<file path="src/rtl/queue_pre_decode.sv">
// Instruction byte queue with x86-style prefix collection and opcode pre-decode.
// Latency: a byte pushed in cycle N can be presented as op_valid in cycle N+2.
// Backpressure: push_ready drops when fewer than PUSH_BYTES slots are free; the op is held until op_ready.
//
// Ports:
//   clk, reset (sync, active-high), ce (clock enable), flush (discard everything)
//   push_valid/push_data/push_count/push_ready : byte producer side, byte 0 oldest
//   q_len                                      : current byte occupancy
//   op_valid/op_ready/decoded                  : presented instruction and its pre-decode record
//   seg_valid/seg, rep, lock                   : prefixes collected ahead of the presented opcode

package queue_pre_decode_pkg;
  typedef struct packed {
    logic [7:0] opcode;
    logic [7:0] modrm;      // zero when the opcode has no ModRM byte
    logic       has_modrm;
    logic [2:0] pre_size;   // total bytes of opcode + ModRM + displacement/immediate
  } pre_decode_t;
endpackage

module queue_pre_decode
  import queue_pre_decode_pkg::*;
#(
  parameter int DEPTH      = 8,
  parameter int PUSH_BYTES = 2
) (
  input  logic                            clk,
  input  logic                            reset,
  input  logic                            ce,
  input  logic                            flush,
  input  logic                            push_valid,
  input  logic [8*PUSH_BYTES-1:0]         push_data,
  input  logic [$clog2(PUSH_BYTES):0]     push_count,
  output logic                            push_ready,
  output logic [$clog2(DEPTH):0]          q_len,
  output logic                            op_valid,
  input  logic                            op_ready,
  output pre_decode_t                     decoded,
  output logic                            seg_valid,
  output logic [1:0]                      seg,
  output logic [1:0]                      rep,
  output logic                            lock
);

  localparam int PW = $clog2(DEPTH);
  localparam int LW = PW + 1;
  localparam int CW = $clog2(PUSH_BYTES) + 1;

  typedef enum logic {SCAN, HOLD} state_t;

  state_t          state;
  logic [PW-1:0]   head;
  logic [PW-1:0]   tail;
  logic [7:0]      mem [DEPTH];

  logic [7:0]      q0, q1;
  logic            is_seg, is_rep, is_lock;
  logic            do_push;
  logic [LW-1:0]   push_n, pop_n;
  pre_decode_t     dec;

  // Opcode length table. Only the opcode and ModRM bytes affect the length of
  // the 16-bit forms covered here; the immediate/displacement bytes don't.
  function automatic pre_decode_t decode_op(input logic [7:0] b0, input logic [7:0] b1);
    pre_decode_t d;
    d.opcode    = b0;
    d.modrm     = 8'h00;
    d.has_modrm = 1'b0;
    d.pre_size  = 3'd1;
    casez (b0)
      8'b00??_?0??: d.has_modrm = 1'b1;  // ALU r/m,reg forms
      8'b00??_?100: d.pre_size  = 3'd2;  // ALU AL,imm8
      8'b00??_?101: d.pre_size  = 3'd3;  // ALU AX,imm16
      8'b1000_10??: d.has_modrm = 1'b1;  // MOV r/m,reg forms
      8'b0111_????: d.pre_size  = 3'd2;  // Jcc rel8
      8'b1011_0???: d.pre_size  = 3'd2;  // MOV r8,imm8
      8'b1011_1???: d.pre_size  = 3'd3;  // MOV r16,imm16
      8'b1110_100?: d.pre_size  = 3'd3;  // CALL/JMP rel16
      8'hEB:        d.pre_size  = 3'd2;  // JMP rel8
      8'hCD:        d.pre_size  = 3'd2;  // INT imm8
      default:      d.pre_size  = 3'd1;
    endcase
    if (d.has_modrm) begin
      d.modrm = b1;
      case (b1[7:6])
        2'b01:   d.pre_size = 3'd3;
        2'b10:   d.pre_size = 3'd4;
        2'b00:   d.pre_size = (b1[2:0] == 3'b110) ? 3'd4 : 3'd2;  // direct address disp16
        default: d.pre_size = 3'd2;
      endcase
    end
    return d;
  endfunction

  always_comb begin
    // Bytes past the occupancy read as zero so a partial opcode never sees stale data.
    q0 = (q_len >= LW'(1)) ? mem[head] : 8'h00;
    q1 = (q_len >= LW'(2)) ? mem[head + PW'(1)] : 8'h00;

    is_seg  = (q0 == 8'h26) || (q0 == 8'h2E) || (q0 == 8'h36) || (q0 == 8'h3E);
    is_rep  = (q0 == 8'hF2) || (q0 == 8'hF3);
    is_lock = (q0 == 8'hF0);
    dec     = decode_op(q0, q1);

    push_ready = (LW'(DEPTH) - q_len) >= LW'(PUSH_BYTES);
    do_push    = push_valid && push_ready;
    push_n     = do_push ? LW'(push_count) : '0;

    pop_n = '0;
    if (state == SCAN) begin
      if (q_len != '0 && (is_seg || is_rep || is_lock)) pop_n = LW'(1);
    end else if (op_ready) begin
      pop_n = LW'(decoded.pre_size);
    end
  end

  assign op_valid = (state == HOLD);

  // Byte storage carries no reset; occupancy and pointers define what is valid.
  always_ff @(posedge clk) begin
    if (!reset && ce && !flush && do_push) begin
      for (int i = 0; i < PUSH_BYTES; i++) begin
        if (CW'(i) < push_count) mem[tail + PW'(i)] <= push_data[8*i +: 8];
      end
    end
  end

  always_ff @(posedge clk) begin
    if (reset) begin
      state     <= SCAN;
      head      <= '0;
      tail      <= '0;
      q_len     <= '0;
      decoded   <= '0;
      seg_valid <= 1'b0;
      seg       <= 2'd0;
      rep       <= 2'd0;
      lock      <= 1'b0;
    end else if (ce) begin
      if (flush) begin
        state     <= SCAN;
        head      <= '0;
        tail      <= '0;
        q_len     <= '0;
        decoded   <= '0;
        seg_valid <= 1'b0;
        seg       <= 2'd0;
        rep       <= 2'd0;
        lock      <= 1'b0;
      end else begin
        head  <= head + PW'(pop_n);
        tail  <= tail + PW'(push_n);
        q_len <= q_len + push_n - pop_n;
        case (state)
          SCAN: begin
            if (q_len != '0) begin
              if (is_seg) begin
                seg_valid <= 1'b1;
                seg       <= q0[4:3];         // 26/2E/36/3E -> ES/CS/SS/DS
              end else if (is_rep) begin
                rep <= {1'b1, q0[0]};         // F2 -> 2, F3 -> 3
              end else if (is_lock) begin
                lock <= 1'b1;
              end else if (q_len >= LW'(dec.pre_size)) begin
                decoded <= dec;
                state   <= HOLD;
              end
            end
          end
          HOLD: begin
            if (op_ready) begin
              seg_valid <= 1'b0;
              seg       <= 2'd0;
              rep       <= 2'd0;
              lock      <= 1'b0;
              state     <= SCAN;
            end
          end
          default: state <= SCAN;
        endcase
      end
    end
  end

endmodule
</file>
<file path="config.mk">
export PLATFORM = sky130hd
export DESIGN_NAME = queue_pre_decode
export DESIGN_NICKNAME = d
export VERILOG_FILES = /design/src/rtl/queue_pre_decode.sv
export SDC_FILE = /design/constraint.sdc
export NUM_CORES = 1
export LEC_CHECK = 0
export CAP_MARGIN = 20
export CELL_PAD_IN_SITES_DETAIL_PLACEMENT = 1
export CELL_PAD_IN_SITES_GLOBAL_PLACEMENT = 1
export CORE_MARGIN = 2
export CORE_UTILIZATION = 31
export CTS_BUF_LIST = sky130_fd_sc_hd__clkbuf_4 sky130_fd_sc_hd__clkbuf_8 sky130_fd_sc_hd__clkbuf_16
export CTS_CLUSTER_SIZE = 40
export DETAILED_ROUTE_END_ITERATION = 7
export PLACE_DENSITY = 0.55
export SLEW_MARGIN = 20
export SYNTH_ARGS = -nofsm -noshare
export SYNTH_HDL_FRONTEND = slang
export SYNTH_SLANG_ARGS = --single-unit
</file>
<file path="constraint.sdc">
create_clock -name clk -period 6.3 [get_ports clk]
set_input_delay 1.26 -clock clk [delete_from_list [all_inputs] [get_ports clk]]
set_output_delay 1.26 -clock clk [all_outputs]
set_load 0.01 [all_outputs]
</file>
==> results of run 1 <==
## registers in the layout, indices dropped and copies added, names as in the netlist, named ones only
name       cells
decoded       20
head           3
lock           1
mem           64
op_valid       1
q_len          4
rep            2
seg            2
seg_valid      1
tail           3
## worst register-to-register path, stage by stage, from the launching register on
cell and delay [ps]:
sky130_fd_sc_hd__dfxtp_1 300, sky130_fd_sc_hd__buf_4 240, sky130_fd_sc_hd__ha_1 880, sky130_fd_sc_hd__mux4_2 430, sky130_fd_sc_hd__mux2i_1 160, sky130_fd_sc_hd__nor2_1 80, sky130_fd_sc_hd__nor3_1 170, sky130_fd_sc_hd__a21oi_1 120
sky130_fd_sc_hd__nor4_1 520, sky130_fd_sc_hd__or2_1 190, sky130_fd_sc_hd__ha_1 220, sky130_fd_sc_hd__a21oi_1 170, sky130_fd_sc_hd__nor2b_1 90, sky130_fd_sc_hd__o31ai_2 220, sky130_fd_sc_hd__nor3_1 120, sky130_fd_sc_hd__and3_1 290
sky130_fd_sc_hd__a32o_1 240
## per-layer routing
metal	share of wire	global-route usage
met4	0.016	0.0490
met1	0.47	0.251
met5	0	0
met3	0.026	0.0219
met2	0.49	0.317
## cell usage in the layout, fill, tap and decap left out, types with 4 or more instances in the layout
cell type,instances
sky130_fd_sc_hd__a21oi_1,22
sky130_fd_sc_hd__a22oi_1,24
sky130_fd_sc_hd__a32o_1,8
sky130_fd_sc_hd__and2_1,6
sky130_fd_sc_hd__and3_1,10
sky130_fd_sc_hd__buf_4,12
sky130_fd_sc_hd__clkbuf_16,9
sky130_fd_sc_hd__clkdlybuf4s50_1,55
sky130_fd_sc_hd__dfxtp_1,40
sky130_fd_sc_hd__edfxtp_1,64
sky130_fd_sc_hd__fa_1,4
sky130_fd_sc_hd__ha_1,15
sky130_fd_sc_hd__inv_1,16
sky130_fd_sc_hd__mux2_2,69
sky130_fd_sc_hd__mux2i_1,44
sky130_fd_sc_hd__mux4_2,17
sky130_fd_sc_hd__nand2_1,22
sky130_fd_sc_hd__nand2b_1,7
sky130_fd_sc_hd__nand3_1,12
sky130_fd_sc_hd__nand3b_1,4
sky130_fd_sc_hd__nor2_1,26
sky130_fd_sc_hd__nor2b_1,11
sky130_fd_sc_hd__nor3_1,9
sky130_fd_sc_hd__nor4_1,5
sky130_fd_sc_hd__o21ai_0,11
sky130_fd_sc_hd__o21bai_2,4
sky130_fd_sc_hd__o31ai_2,4
sky130_fd_sc_hd__xor2_1,5
## area by class of cell
class / instances / area (um2)
Timing Repair Buffer: 67 / 641
Tap cell: 270 / 338
Clock buffer: 11 / 240
Fill cell: 2196 / 12800
Clock inverter: 5 / 56.3
Inverter: 17 / 63.8
Sequential cell: 104 / 2720
Multi-Input combinational cell: 394 / 3490
## stage by stage
stage | utilization | setup WS [ps] | power [W] | cells | cell area (um2)
finish | 0.372 | 1770 | 0.00152 | 868 | 7550
global route | 0.372 | 1330 | 0.00158 | 868 | 7550
CTS | 0.371 | 1690 | 0.00153 | 868 | 7540
detailed placement | 0.357 | 1700 | 0.000948 | 852 | 7240
global placement | 0.356 | 1880 | 0.000944 | 852 | 7240
floorplan | - | 1780 | 0.000870 | 547 | 6430
## how the worst max path moves through the flow
stage               slack (ps)  depth (start not counted)      from           to
floorplan                 1780                         18  q_len[1]  decoded[11]
global placement          1880                         16   head[0]   decoded[5]
detailed placement        1700                         16   head[0]   decoded[4]
CTS                       1690                         16   head[0]   decoded[4]
global route              1330                         16   head[0]  decoded[11]
finish                    1770                         16   head[0]   decoded[4]
## power by group through the flow
stage | clock (W) | combinational [W] | sequential, W
floorplan | 0 | 0.000122 | 0.000748
global placement | 0 | 0.000193 | 0.000750
detailed placement | 0 | 0.000197 | 0.000751
CTS | 0.000594 | 0.000199 | 0.000735
global route | 0.000620 | 0.000219 | 0.000736
finish | 0.000581 | 0.000199 | 0.000735
## kinds of logic after synthesis
| kind of cell | synth area share |
|---|---|
| xor gates and xnor gates | 0.00817 |
| AOI/OAI and AO/OA | 0.127 |
| adders and majority gates | 0.0416 |
| muxes | 0.251 |
| DFF | 0.423 |
| and+or+nand+nor | 0.109 |
| buffers and inverters | 0.0391 |
==> metrics.yaml, run 1 <==
clock_network:
  clk-insertion-delay-late_ps: 350
  cts_htree_levels: 3
  holdBufCountCts: 0
  cts.repair_timing.setup_buffer_count: 0
  clock_path_buffers: 2
  post_cts_resized: 0
  clock_sinks: 104
  tritoncts_clock_tree: "done"
  cts.root.buffer_cell: "sky130_fd_sc_hd__clkbuf_16"
  clk_pin_slew_ps: 80
  numCtsBuffers: 9
setup_path:
  timing.critical_path.required_ps: 6550
  timing_worst_setup_path_type: "reg -> reg"
  critPathTopFamily: "simple AND/OR/NAND/NOR gates"
  r2r.worst_path.cells: 16
  crit_path_start_kind: "flip-flop"
  crit_path_top_delay_cell: "sky130_fd_sc_hd__ha_1"
  critPathBufInv: 1
  worst-endpoint-arrival_ps: 4780
  critical-path-max-stage-delay_ps: 880
  worstReg2RegStart: "head[0]"
  cp_cell_sequence: "buf_4 -> ha_1 -> mux4_2 -> mux2i_1 -> nor2_1 -> nor3_1 -> a21oi_1 -> nor4_1 -> or2_1 -> ha_1 -> a21oi_1 -> nor2b_1 -> o31ai_2 -> nor3_1 -> and3_1 -> a32o_1"
  crit_path_end_kind: "flip-flop"
  worst_r2r_endpoint: "decoded[4]"
  critical_path_peak_fanout: 19
  register_to_register_setup_slack_ps: 1770
global_routing:
  track_usage: 0.186
  via_count_of_the_first_global_routing_pass: 5039
  maximum_number_of_pins_on_one_net_before_global_route_repair: 33
  initial_antenna_violation_count: 0
  global_route.overflow_total: 0
  grt_first_pass_wirelength_um: 30900
power_and_ir_drop:
  p_per_area_mw_per_mm2: 201
  p_seq_frac: 0.485
  vdd.ir_drop.worst_mv: 0.123
  p_comb_frac: 0.131
  power_report.internal_total_w: 0.00113
  switching_share: 0.255
  net-switching-power_w: 0.000387
  part_of_the_total_power_dissipated_in_the_clock_network: 0.384
  p_leak_nw: 2.44
timing:
  rsz0062_at_grt: "no"
  min_period_over_period: 0.719
  clock_tree_skew_after_final_layout_ps: 9.60
  holdWs_ps: 476
  hold_violations: 0
  worst-slew-pin-transition_ps: 1110
  max_freq_mhz: 221
  timing.setup.tns_ps: 0
  setup-violations-final: 0
  min_period_ps: 4530
  max_slew_margin: 0.257
  timing_max_transition_violations_final: 0
die:
  io_pins: 56
  num_rows: 52
  design.core.area_mm2: 0.0203
  initial_core_util: 0.317
  die-width_um: 148
  floorplan.die_area_mm2: 0.0219
  die_height_um: 148
drt:
  detail_route.wirelength_um: 19900
  drt_drc_violations_left: 0
  dr.first_iter.drc_count: 271
  route.vias.total: 4730
  vias_per_cell: 5.45
  post_drt_wl_per_cell_um: 22.9
  drt_first_pass_iters: 4
  postRouteAntennaNets: 0
logic_synthesis:
  synth.cell_area_mm2: 0.00643
  yosysUniqueCellTypes: 68
  number_of_enable_type_register_cells_in_the_synthesized_netlist: 64
  ys_dominant_reg_cell: "sky130_fd_sc_hd__edfxtp_1"
  syn_nets: 590
  synth.ff_latch_count: 104
  synth_top_cells_by_area: "sky130_fd_sc_hd__edfxtp_1 (30%), sky130_fd_sc_hd__dfxtp_1 (12%), sky130_fd_sc_hd__mux2_2 (12%), sky130_fd_sc_hd__mux2i_1 (6.8%), sky130_fd_sc_hd__mux4_2 (6.0%)"
  synth_common_cells: "sky130_fd_sc_hd__mux2_2 (69), sky130_fd_sc_hd__edfxtp_1 (64), sky130_fd_sc_hd__mux2i_1 (44), sky130_fd_sc_hd__dfxtp_1 (40), sky130_fd_sc_hd__nor2_1 (26)"
  syn_avg_cell_area_um2: 11.8
  synthArstFlopShare: 0
  yosys.cell_count.top_type: "sky130_fd_sc_hd__mux2_2"
  proportion_of_synthesized_chip_area_in_sequential_cells: 0.423
  ys_warn_count: 0
  syn-instance-count: 547
  synth_top_cell_by_area: "sky130_fd_sc_hd__edfxtp_1"
  area_fraction_of_the_dominant_cell_type_after_synthesis: 0.299
hold_path:
  hold_path_class: "reg -> reg"
  number_of_instances_on_the_worst_hold_path: 2
  min_from: "rep[0]"
  timing.hold.worst_endpoint: "rep[0]"
outcome:
  outcome: "finished clean"
finish:
  design.final.nets: 636
  flow.area_growth_from_synthesis_pct: 17.4
  drive_gt1_frac: 0.222
  antenna-diode-count: 0
place:
  numPortBuffers: 55
  final_weighted_congestion_in_routability_driven_placement: 0.828
  place.detailed.hpwl_um: 14500
run:
  drv_cap: 0
(Power assumes the default switching activity.)
==> inputs of run 2 (changes only) <==
--- a/config.mk
+++ b/config.mk
@@ -13,7 +13,7 @@
 export CTS_BUF_LIST = sky130_fd_sc_hd__clkbuf_4 sky130_fd_sc_hd__clkbuf_8 sky130_fd_sc_hd__clkbuf_16
 export CTS_CLUSTER_SIZE = 40
 export DETAILED_ROUTE_END_ITERATION = 7
-export PLACE_DENSITY = 0.55
+export PLACE_DENSITY = 0.57
 export SLEW_MARGIN = 20
 export SYNTH_ARGS = -nofsm -noshare
 export SYNTH_HDL_FRONTEND = slang
==> constraint.sdc (replaced) <==
create_clock -name clk -period 4.1 [get_ports clk]
set_input_delay 0.82 -clock clk [delete_from_list [all_inputs] [get_ports clk]]
set_output_delay 0.82 -clock clk [all_outputs]
set_load 0.01 [all_outputs]
==> metrics.yaml, run 2 (synthesis gave the netlist of run 1 again) <==
outcome:
  outcome: "finished clean"
drt:
  drt_drc_violations_left: 0
  route.vias.total: 4860
  dr.first_iter.drc_count: 172
  detail_route.wirelength_um: 19800
  post_drt_wl_per_cell_um: 21.8
  postRouteAntennaNets: 0
  vias_per_cell: 5.35
  drt_first_pass_iters: 4
finish:
  fin_cells: 909
  stdcell_area_mm2: 0.00795
  largest-register: "mem"
  largest_register_ffs: 64
  flow.area_growth_from_synthesis_pct: 23.6
  mostFrequentLayoutCell: "sky130_fd_sc_hd__mux2_2"
  reg_top3: "mem: 64 flops, decoded: 20 flops, q_len: 4 flops"
  fillerInstances: 2248
  antenna-diode-count: 0
  drive_gt1_frac: 0.290
  design.final.nets: 677
  top_library_cells_by_usage_in_the_layout_fill_and_taps_aside: "sky130_fd_sc_hd__mux2_2 (69), sky130_fd_sc_hd__edfxtp_1 (64), sky130_fd_sc_hd__clkdlybuf4s50_1 (55), sky130_fd_sc_hd__buf_4 (50), sky130_fd_sc_hd__mux2i_1 (44)"
power_and_ir_drop:
  power_report.internal_total_w: 0.00176
  net-switching-power_w: 0.000616
  part_of_the_total_power_dissipated_in_the_clock_network: 0.377
  p_leak_nw: 2.67
  p_per_area_mw_per_mm2: 299
  vdd.ir_drop.worst_mv: 0.200
  switching_share: 0.259
  p_seq_frac: 0.473
  p_comb_frac: 0.151
  p_total_w: 0.00238
clock_network:
  clock_path_buffers: 2
  cts.root.buffer_cell: "sky130_fd_sc_hd__clkbuf_16"
  clk-insertion-delay-late_ps: 360
  holdBufCountCts: 0
  clock_sinks: 104
  numCtsBuffers: 9
  cts_htree_levels: 3
  clk_pin_slew_ps: 70
  tritoncts_clock_tree: "done"
timing:
  min_period_over_period: 0.960
  hold_violations: 0
  timing_max_transition_violations_final: 0
  clock_tree_skew_after_final_layout_ps: 8.01
  setup-violations-final: 0
  max_freq_mhz: 254
  max_slew_margin: 0.572
  timing.setup.tns_ps: 0
  min_period_ps: 3940
  worst-slew-pin-transition_ps: 641
place:
  placed_cells: 889
  final_weighted_congestion_in_routability_driven_placement: 0.826
  numPortBuffers: 55
  place.detailed.hpwl_um: 14800
  postPlaceCellArea_mm2: 0.00754
global_routing:
  track_usage: 0.186
  grt_first_pass_wirelength_um: 31100
  global_route.overflow_total: 0
  maximum_number_of_pins_on_one_net_before_global_route_repair: 25
  via_count_of_the_first_global_routing_pass: 5148
  initial_antenna_violation_count: 0
setup_path:
  worst-endpoint-arrival_ps: 4190
  critPathBufInv: 2
  crit_path_end_kind: "flip-flop"
  critical-path-max-stage-delay_ps: 530
  critPathTopFamily: "compound AO/OA/AOI/OAI gates"
  cpMostUsedCell: "sky130_fd_sc_hd__buf_4"
  cp_cell_sequence: "buf_4 -> mux2_2 -> mux4_2 -> and2_4 -> o31a_1 -> o22ai_1 -> nor4_2 -> or2_1 -> ha_1 -> a21oi_2 -> nor2b_2 -> o31ai_4 -> nor3_2 -> buf_4 -> and2_1 -> a32o_1"
  crit_path_top_delay_cell: "sky130_fd_sc_hd__mux4_2"
  timing.critical_path.required_ps: 4350
  timing_worst_setup_path_type: "reg -> reg"
  critical_path_peak_fanout: 5
  crit_path_start_kind: "flip-flop"
die:
  floorplan.die_area_mm2: 0.0219
  die_height_um: 148
  io_pins: 56
  initial_core_util: 0.317
  die-width_um: 148
  num_rows: 52
  design.core.area_mm2: 0.0203
hold_path:
  hold_path_class: "reg -> reg"
run:
  drv_cap: 0
## run 2: changes by cell type in the layout (fill, tap and decap cells not counted), moves of 3 or more
cell,delta
sky130_fd_sc_hd__buf_4,+38
sky130_fd_sc_hd__o21bai_2,-4
sky130_fd_sc_hd__o31ai_2,-3
sky130_fd_sc_hd__o21bai_1,+4
## run 2: worst reg2reg max path, stage by stage (launching register included)
cell and delay [ps]:
sky130_fd_sc_hd__dfxtp_1 340, sky130_fd_sc_hd__buf_4 180, sky130_fd_sc_hd__mux2_2 380, sky130_fd_sc_hd__mux4_2 530, sky130_fd_sc_hd__and2_4 220, sky130_fd_sc_hd__o31a_1 370, sky130_fd_sc_hd__o22ai_1 210, sky130_fd_sc_hd__nor4_2 70
sky130_fd_sc_hd__or2_1 220, sky130_fd_sc_hd__ha_1 280, sky130_fd_sc_hd__a21oi_2 130, sky130_fd_sc_hd__nor2b_2 70, sky130_fd_sc_hd__o31ai_4 260, sky130_fd_sc_hd__nor3_2 80, sky130_fd_sc_hd__buf_4 150, sky130_fd_sc_hd__and2_1 150
sky130_fd_sc_hd__a32o_1 190
## run 2: path summary, 6_finish.rpt
check | from | end | slack (ps) | cells past startpoint
setup reg to reg | flip-flop | decoded[0] | 160 | 16
setup / recovery | flip-flop | decoded[0] | 160 | 16
hold reg to reg | lock | lock | 480 | 1
hold / removal | lock | lock | 480 | 1
## run 2: what timing repair did
| action | CTS | global route |
|---|---|---|
| pin swaps | 0 | 1 |
| cloned | 0 | 0 |
| buffers inserted | 0 | 4 |
| setup endpoints to repair | 26 | 24 |
| gates resized for setup | 3 | 17 |
## run 2: layout make-up
class,count,area (um2),area share
clock inverters,6,65.1,0.00819
multi-input cells,394,3550,0.446
clock buffers,10,233,0.0293
inverters,17,63.8,0.00803
well taps,270,338,0.0425
flip-flops and latches,104,2720,0.343
repair buffers,108,977,0.123
## run 2: routing by layer
layer	share of wire	track usage
met1	0.47	0.254
met2	0.49	0.313
met3	0.037	0.0315
met4	0.0074	0.0381
met5	0	0
## run 2: power groups by stage
stage | Combinational (W) | Clock, W | Sequential (W)
floorplan | 0.000193 | 0 | 0.00115
global placement | 0.000330 | 0 | 0.00115
detailed placement | 0.000335 | 0 | 0.00115
CTS | 0.000341 | 0.000919 | 0.00112
global route | 0.000396 | 0.000953 | 0.00113
finish | 0.000359 | 0.000896 | 0.00112
## run 2: metrics by stage
stage                     hold slack (ps)   util  setup WS [ps]
after floorplan                       479      -           46.8
after global placement                461  0.371           -242
after detailed placement              467  0.371           -305
after CTS                             485  0.387           57.9
after global routing                  507  0.392          -5.22
final                                 477  0.392            163
==> inputs of run 3 (changes only) <==
--- a/config.mk
+++ b/config.mk
@@ -8,12 +8,13 @@
 export CAP_MARGIN = 20
 export CELL_PAD_IN_SITES_DETAIL_PLACEMENT = 1
 export CELL_PAD_IN_SITES_GLOBAL_PLACEMENT = 1
+export CORE_ASPECT_RATIO = 0.75
 export CORE_MARGIN = 2
-export CORE_UTILIZATION = 31
+export CORE_UTILIZATION = 43
 export CTS_BUF_LIST = sky130_fd_sc_hd__clkbuf_4 sky130_fd_sc_hd__clkbuf_8 sky130_fd_sc_hd__clkbuf_16
 export CTS_CLUSTER_SIZE = 40
 export DETAILED_ROUTE_END_ITERATION = 7
-export PLACE_DENSITY = 0.57
+export PLACE_DENSITY = 0.75
 export SLEW_MARGIN = 20
 export SYNTH_ARGS = -nofsm -noshare
 export SYNTH_HDL_FRONTEND = slang
==> metrics.yaml, run 3 (synthesis gave the netlist of run 1 again) <==
timing:
  max_freq_mhz: 243
  min_period_ps: 4120
  timing.setup.tns_ps: -20.6
  hold_violations: 0
  timing_max_transition_violations_final: 0
  max_slew_margin: 0.542
  clock_tree_skew_after_final_layout_ps: 7.63
  setup-violations-final: 1
  layout_setup_ws_ps: -20.6
  min_period_over_period: 1.01
  worst-slew-pin-transition_ps: 687
finish:
  drive_gt1_frac: 0.309
  top_library_cells_by_usage_in_the_layout_fill_and_taps_aside: "sky130_fd_sc_hd__mux2_2 (69), sky130_fd_sc_hd__edfxtp_1 (64), sky130_fd_sc_hd__clkdlybuf4s50_1 (55), sky130_fd_sc_hd__buf_4 (44), sky130_fd_sc_hd__mux2i_1 (42)"
  largest-register: "mem"
  fin_cells: 834
  fillerInstances: 1520
  largest_register_ffs: 64
  multi_input_area_mm2: 0.00365
  flow.area_growth_from_synthesis_pct: 23.4
  mostFrequentLayoutCell: "sky130_fd_sc_hd__mux2_2"
  design.final.nets: 672
  layout.area.seq_mm2: 0.00273
  reg_top3: "mem: 64 flops, decoded: 20 flops, q_len: 4 flops"
  final_core_util: 0.545
  antenna-diode-count: 0
global_routing:
  initial_antenna_violation_count: 0
  track_usage: 0.263
  via_count_of_the_first_global_routing_pass: 5312
  maximum_number_of_pins_on_one_net_before_global_route_repair: 27
  global_route.overflow_total: 0
  grt_first_pass_wirelength_um: 31400
drt:
  dr.first_iter.drc_count: 379
  vias_per_cell: 6.14
  route.vias.total: 5119
  postRouteAntennaNets: 0
  detail_route.wirelength_um: 21000
  post_drt_wl_per_cell_um: 25.2
  drt_drc_violations_left: 0
  drt_first_pass_iters: 5
die:
  die_height_um: 110
  die-width_um: 145
  initial_core_util: 0.442
  floorplan.die_area_mm2: 0.0160
  design.core.area_mm2: 0.0145
  io_pins: 56
  num_rows: 38
power_and_ir_drop:
  p_seq_frac: 0.469
  switching_share: 0.266
  p_per_area_mw_per_mm2: 302
  net-switching-power_w: 0.000637
  power_report.internal_total_w: 0.00176
  p_leak_nw: 2.65
  vdd.ir_drop.worst_mv: 0.193
  part_of_the_total_power_dissipated_in_the_clock_network: 0.369
  p_comb_frac: 0.161
hold_path:
  min_from: "seg_valid"
  hold_path_class: "reg -> reg"
clock_network:
  cts.root.buffer_cell: "sky130_fd_sc_hd__clkbuf_16"
  clock_sinks: 104
  cts_htree_levels: 3
  clk-insertion-delay-late_ps: 370
  tritoncts_clock_tree: "done"
  clock_path_buffers: 2
  clk_pin_slew_ps: 70
  numCtsBuffers: 9
outcome:
  outcome: "finished with violations"
  failed_checks: "setup timing"
setup_path:
  crit_path_top_delay_cell: "sky130_fd_sc_hd__mux4_2"
  cpMostUsedCell: "sky130_fd_sc_hd__o31a_1"
  crit_path_end_kind: "flip-flop"
  critical-path-max-stage-delay_ps: 530
  timing_worst_setup_path_type: "reg -> reg"
  crit_path_start_kind: "flip-flop"
  critical_path_peak_fanout: 9
  worst-endpoint-arrival_ps: 4370
  cp_cell_sequence: "buf_12 -> mux2_2 -> mux4_2 -> and2_4 -> o31a_1 -> o22ai_2 -> nor4_4 -> or2_1 -> ha_1 -> a21oi_2 -> nor2b_2 -> o31a_1 -> o21a_1 -> o21ai_4 -> a32o_1"
  timing.critical_path.required_ps: 4350
place:
  place.detailed.hpwl_um: 15200
  placed_cells: 810
  final_weighted_congestion_in_routability_driven_placement: 0.952
  numPortBuffers: 55
run:
  drv_cap: 0
-- run 3: cell types whose count changed in the layout (fill, tap and decap cells not counted), moves of 3 or more --
cell	previous run	this run
sky130_fd_sc_hd__a22oi_1	24	21
sky130_fd_sc_hd__a22oi_2	0	3
sky130_fd_sc_hd__buf_4	50	44
sky130_fd_sc_hd__o21ai_0	11	8
sky130_fd_sc_hd__o21ai_1	1	4
-- run 3: power by group through the flow --
stage / registers, W / clock network [W] / logic, W
6_report: 0.00112 / 0.000885 / 0.000387
4_1_cts: 0.00112 / 0.000892 / 0.000342
2_1_floorplan: 0.00115 / 0 / 0.000193
3_5_place_dp: 0.00115 / 0 / 0.000330
5_1_grt: 0.00112 / 0.000918 / 0.000415
3_3_place_gp: 0.00115 / 0 / 0.000317
-- run 3: worst paths after layout --
path / endpoint / slack [ps] / cells after the start
worst max-delay path: decoded[6] / -20 / 15
worst min-delay path: seg_valid / 470 / 1
worst max register to register: decoded[6] / -20 / 15
worst min register to register: seg_valid / 470 / 1
-- run 3: metrics by stage --
stage / hold slack, ps / total power, W / setup WS [ps] / cell area [um2]
after global placement: 450 / 0.00146 / -196 / 7370
after global routing: 509 / 0.00246 / -86.9 / 7930
final: 471 / 0.00240 / -20.6 / 7930
after floorplan: 479 / 0.00134 / 46.8 / 6440
after detailed placement: 459 / 0.00148 / -354 / 7370
after CTS: 475 / 0.00236 / 30.4 / 7700
-- run 3: area by class of cell --
cell class / instances / area share
multi-input combinational: 394 / 0.461
sequential: 104 / 0.344
timing repair buffer: 103 / 0.119
tap: 200 / 0.0316
clock buffer: 10 / 0.0293
inverter: 17 / 0.00805
clock inverter: 6 / 0.00757
-- run 3: critical path, delay by kind of cell (launching register included) --
| kind | cells | cell delay, ps |
|---|---|---|
| mux | 2 | 890 |
| simple gates | 4 | 680 |
| buf+inv | 1 | 130 |
| flops | 1 | 370 |
| fa+ha+maj | 1 | 310 |
| compound gates | 7 | 1600 |
-- run 3: per-layer routing --
metal / global-route usage / part of all wire
met3: 0.0714 / 0.070
met4: 0.0735 / 0.021
met2: 0.407 / 0.46
met5: 0 / 0
met1: 0.366 / 0.45
-- run 3: timing repair --
action	in CTS	in global routing
hold buffers	0	0
pin swaps	0	10
buffers inserted	0	7
cloned	0	2
resized for setup	8	37
setup endpoints to repair	22	22
